**config.mk**
```make
export PLATFORM = sky130hd
export DESIGN_NAME = uart_frame_decoder
export DESIGN_NICKNAME = d
export VERILOG_FILES = /design/src/rtl/uart_frame_decoder.sv
export SDC_FILE = /design/constraint.sdc
export NUM_CORES = 1
export LEC_CHECK = 0
export CAP_MARGIN = 20
export CORE_UTILIZATION = 47
export DETAILED_ROUTE_END_ITERATION = 10
export GPL_ROUTABILITY_DRIVEN = 0
export PLACE_DENSITY = 0.67
export SLEW_MARGIN = 20
export SYNTH_ARGS = -nofsm -noshare
export SYNTH_HDL_FRONTEND = slang
export SYNTH_SLANG_ARGS = --single-unit
```
**constraint.sdc**
```tcl
create_clock -name clk_in -period 2.9 [get_ports clk_in]
set_input_delay 0.58 -clock clk_in [delete_from_list [all_inputs] [get_ports clk_in]]
set_output_delay 0.58 -clock clk_in [all_outputs]
set_load 0.01 [all_outputs]
```
**src/rtl/uart_frame_decoder.sv**
```systemverilog
// Length-framed packet decoder behind a UART receiver: SYNC, LEN, PAYLOAD[LEN], CHK.
// Good frames are buffered and replayed over a valid/ready byte stream; bad frames are flagged.
module uart_frame_decoder #(
  parameter logic [7:0] SYNC_BYTE      = 8'hA5,
  parameter int         MAX_LEN        = 16,
  parameter int         TIMEOUT_CYCLES = 104_166
) (
  input  logic        clk_in,
  input  logic        rst_in,
  input  logic        new_data_in,
  input  logic [7:0]  data_byte_in,
  output logic        payload_valid_out,
  output logic [7:0]  payload_byte_out,
  output logic        payload_last_out,
  input  logic        payload_ready_in,
  output logic        frame_error_out,
  output logic [1:0]  error_code_out,
  output logic        overrun_out,
  output logic [15:0] frame_count_out
);

  localparam int IDX_W  = $clog2(MAX_LEN + 1);
  localparam int ADDR_W = (MAX_LEN > 1) ? $clog2(MAX_LEN) : 1;

  typedef enum logic [2:0] {HUNT, LEN, PAYLOAD, CHECK, DRAIN} state_t;

  state_t           state;
  logic [IDX_W-1:0] index;
  logic [IDX_W-1:0] len;
  logic [7:0]       acc;
  logic [31:0]      idle;
  logic [7:0]       buffer [MAX_LEN];

  logic [7:0]       sum;
  logic             len_bad;
  logic             timed_out;
  logic [IDX_W-1:0] last_idx;
  logic [IDX_W-1:0] next_idx;

  assign sum       = acc + data_byte_in;
  assign len_bad   = (data_byte_in == 8'd0) || (data_byte_in > 8'(MAX_LEN));
  // A strobe on the limit cycle takes priority over the timeout.
  assign timed_out = !new_data_in && (idle == 32'(TIMEOUT_CYCLES - 1));
  assign last_idx  = len - IDX_W'(1);
  assign next_idx  = index + IDX_W'(1);

  always_ff @(posedge clk_in) begin
    if (state == PAYLOAD && new_data_in)
      buffer[index[ADDR_W-1:0]] <= data_byte_in;
  end

  always_ff @(posedge clk_in) begin
    if (rst_in) begin
      state             <= HUNT;
      index             <= '0;
      len               <= '0;
      acc               <= '0;
      idle              <= '0;
      payload_valid_out <= 1'b0;
      payload_byte_out  <= '0;
      payload_last_out  <= 1'b0;
      frame_error_out   <= 1'b0;
      error_code_out    <= '0;
      overrun_out       <= 1'b0;
      frame_count_out   <= '0;
    end else begin
      frame_error_out <= 1'b0;
      overrun_out     <= 1'b0;
      case (state)
        HUNT: begin
          idle <= '0;
          if (new_data_in && data_byte_in == SYNC_BYTE)
            state <= LEN;
        end
        LEN: begin
          if (new_data_in) begin
            idle <= '0;
            if (len_bad) begin
              state           <= HUNT;
              frame_error_out <= 1'b1;
              error_code_out  <= 2'd1;
            end else begin
              len   <= data_byte_in[IDX_W-1:0];
              acc   <= data_byte_in;
              index <= '0;
              state <= PAYLOAD;
            end
          end else if (timed_out) begin
            idle            <= '0;
            state           <= HUNT;
            frame_error_out <= 1'b1;
            error_code_out  <= 2'd3;
          end else begin
            idle <= idle + 32'd1;
          end
        end
        PAYLOAD: begin
          if (new_data_in) begin
            idle  <= '0;
            acc   <= sum;
            index <= next_idx;
            if (index == last_idx)
              state <= CHECK;
          end else if (timed_out) begin
            idle            <= '0;
            state           <= HUNT;
            frame_error_out <= 1'b1;
            error_code_out  <= 2'd3;
          end else begin
            idle <= idle + 32'd1;
          end
        end
        CHECK: begin
          if (new_data_in) begin
            idle <= '0;
            if (sum == 8'd0) begin
              frame_count_out   <= frame_count_out + 16'd1;
              index             <= '0;
              state             <= DRAIN;
              payload_valid_out <= 1'b1;
              payload_byte_out  <= buffer[0];
              payload_last_out  <= (len == IDX_W'(1));
            end else begin
              state           <= HUNT;
              frame_error_out <= 1'b1;
              error_code_out  <= 2'd2;
            end
          end else if (timed_out) begin
            idle            <= '0;
            state           <= HUNT;
            frame_error_out <= 1'b1;
            error_code_out  <= 2'd3;
          end else begin
            idle <= idle + 32'd1;
          end
        end
        DRAIN: begin
          idle <= '0;
          // The parser is busy replaying, so incoming bytes cannot be kept.
          if (new_data_in)
            overrun_out <= 1'b1;
          if (payload_valid_out && payload_ready_in) begin
            if (payload_last_out) begin
              payload_valid_out <= 1'b0;
              payload_last_out  <= 1'b0;
              payload_byte_out  <= '0;
              state             <= HUNT;
            end else begin
              index            <= next_idx;
              payload_byte_out <= buffer[next_idx[ADDR_W-1:0]];
              payload_last_out <= (next_idx == last_idx);
            end
          end
        end
        default: state <= HUNT;
      endcase
    end
  end

endmodule

```
==> flow_summary.toml <==
[global_route]
track_usage_pct = 22.3
globalRouteMet2Util_pct = 38.2
grtUsageMet3_pct = 3.29
globalRoute.busiestLayer = "met2"
grt_pass1_wl_mm = 35.5
grt_pass1_vias = 6644
grt_antenna_before_repair = 0
grt_max_degree = 39
grt_overflow = 0
grt_use_met1_pct = 29.5

[sta]
max_freq_mhz = 361
finalSetupTns_ns = 0
setup_slack_ns = 0.133
final_max_slew_viol_count = 0
holdWs_ns = 0.482
rsz0062_at_grt = "false"
slew_headroom_pct = 56.9
fin_crit_ns = 2.77
finClkSkew_ns = 0.00876
setup_viol = 0
hold_viol = 0
fin_crit_sh_pct = 95.4
worstMarginPinSlew_ns = 0.646

[placement]
dp_hpwl_mm = 15.1
dpl_worst_slack_ns = -0.795
numPortBuffers = 41

[layout]
n_fill_cell = 1582
seq_area_um2 = 5510
final_common_cell = "edfxtp_1"
n_antenna_cell = 0
synthToLayoutAreaGrowth_pct = 19.1
final_cell_mix = "edfxtp_1, dfxtp_1, nor2_1"
utilization_pct = 57.8
drive_gt1_share_pct = 17.8
num-nets-final = 887
multi_input_comb_area_um2 = 3930

[logic_synthesis]
synth_edf_count = 128
synth-async-reset-ratio_pct = 0
yosysUniqueCellTypes = 65
syn-cell-area_um2 = 9570
syn_inst = 779
synth_area_leaders = "edfxtp_1, dfxtp_1, mux4_2, nor2_1, xor2_1"
ys_ff_latch = 211
yosysTopAreaCellShare_pct = 40.2
ys.flop_type = "edfxtp_1"
syn_avg_cell_area_um2 = 12.3
synth-seq-area-share_pct = 57.5
netlist.top_cell.by_area = "edfxtp_1"
ys_warn_count = 0
syn_nets = 808

[routing]
drt_pass1_iterations = 5
routed_wl_mm = 22.6
via_count = 6734
wl_per_cell_um = 19.9
drc = 0
via_per_inst = 5.91
ant_nets = 0
drt_iter0_markers = 515

[clock_tree]
clock_sinks = 211
cts_tree = "built"
cts-root-buf = "clkbuf_16"
cts_buffers = 23
cts_max_path_buffers = 3
cts_hold_buf = 0
clk_pin_slew_worst_paths_ns = 0.06
insertion_delay_ns = 0.50
htreeDepth = 1

[power_and_ir_drop]
power.density_nw_per_um2 = 556
vdd_drop_max_mv = 0.335
total_power_uw = 6340
leakagePower_uw = 0.00372

[critical_path]
required_ns = 3.32
path_cells = "clkdlybuf4s50_1 -> ha_1 -> buf_4 -> a21oi_1 -> o21ai_0 -> nor3_1 -> nor3_4 -> buf_4 -> a31oi_2 -> buf_4 -> o211ai_1 -> o21ai_0"
crit_family = "buffers and inverters"
crit_path_frequent_cell = "buf_4"
cp_num_buf_inv = 4
cp_slowest_cell = "clkdlybuf4s50_1"
crit_type = "primary input to flip-flop"
startpoint_type = "primary input"
crit_arrival_ns = 3.19
slowest_delay_ns = 0.50
crit_fanout = 6
cp-end-kind = "flip-flop"

[floorplanning]
dieArea_um2 = 20900
die_h_um = 145
initial_utilization_pct = 48.6
rows = 51
coreArea_um2 = 19700
boundaryPins = 42
fp.dieW_um = 145

[run_status]
status = "finished, final reports clean"

[min_path]
hold_class = "flip-flop to flip-flop"

[flow_run]
drv_cap = 0
-- Yosys cell counts (all sizes together) (11+ instances only) --
master / n
a211oi: 15
nand4: 12
buf: 16
o21ai: 24
nor3: 24
nand2: 52
nand3: 28
and2: 17
dfxtp: 83
clkbuf: 20
mux2i: 13
a21oi: 36
nor2: 72
inv: 11
ha: 16
xnor2: 18
mux4: 32
nor4: 19
edfxtp: 128
or3: 15
and3: 18
xor2: 24
-- kinds of logic (layout without fill, tap and decap cells) --
| logic type | Yosys count | after routing | share of synthesized area (%) |
|---|---|---|---|
| AOI/OAI and AO/OA | 121 | 121 | 8.47 |
| xor gates and xnor gates | 42 | 42 | 3.84 |
| adders and majority gates | 17 | 17 | 2.30 |
| buffers and inverters | 47 | 142 | 2.10 |
| DFF | 211 | 211 | 57.5 |
| muxes | 53 | 53 | 9.83 |
| and+or+nand+nor | 288 | 288 | 15.9 |
-- worst paths after layout --
path | to | from | cells past startpoint | slack, ns
worst min-delay path | acc[7]$_SDFFE_PP0P_ | acc[7]$_SDFFE_PP0P_ | 2 | 0.48
worst max register to register | index[2]$_SDFFE_PP0P_ | acc[0]$_SDFFE_PP0P_ | 11 | 0.21
worst min register to register | acc[7]$_SDFFE_PP0P_ | acc[7]$_SDFFE_PP0P_ | 2 | 0.48
worst max-delay path | index[2]$_SDFFE_PP0P_ | data_byte_in[3] | 12 | 0.13
-- worst register-to-register path, delay by kind of cell (launching register included) --
family          cells  cell delay (ns)
simple gates        1             0.27
compound gates      6             1.07
fa+ha+maj           2             0.56
buf+inv             2             0.35
flops               1             0.32
-- power breakdown --
| group | total (uW) | switching, uW | internal [uW] |
|---|---|---|---|
| Clock | 3030 | 1150 | 1880 |
| Combinational | 135 | 89.9 | 45.3 |
| Sequential | 3170 | 0.0998 | 3170 |
| Total | 6340 | 1240 | 5100 |
-- per-stage QoR --
step           instance area, um2  std cells
4_1_cts                     11400       1139
2_1_floorplan                9570        779
5_1_grt                     11400       1139
6_report                    11400       1139
3_5_place_dp                10500       1097
3_3_place_gp                10500       1097
-- repair_timing --
item                                    in CTS  in global routing
gates resized for setup                      8                  8
setup buffers                                1                  0
endpoints found under the setup margin      33                 32
pin swaps                                    2                  2
gates cloned                                 0                  0
-- registers in the layout, indices dropped and copies added (netlist names) --
| register | flops |
|---|---|
| payload_byte_out | 8 |
| index | 5 |
| frame_count_out | 16 |
| error_code_out | 2 |
| len | 5 |
| payload_last_out | 1 |
| buffer | 128 |
| idle | 32 |
| state | 3 |
| payload_valid_out | 1 |
| overrun_out | 1 |
| frame_error_out | 1 |
| acc | 8 |
-- layer usage --
layer  wire length (um)  up-vias
met1               9640     3343
li1                   -     3143
met3               1200       38
met2              11200      210
met4                542        0
met5                  0        -
-- layout make-up --
cell class / instances / share of cell area [%]
Sequential cell: 211 / 48.3
Multi-Input combinational cell: 521 / 34.5
Timing Repair Buffer: 90 / 7.02
Clock buffer: 29 / 5.51
Tap cell: 265 / 2.91
Clock inverter: 12 / 1.42
Inverter: 11 / 0.362
Note: power is estimated with default switching activity, not from simulation.
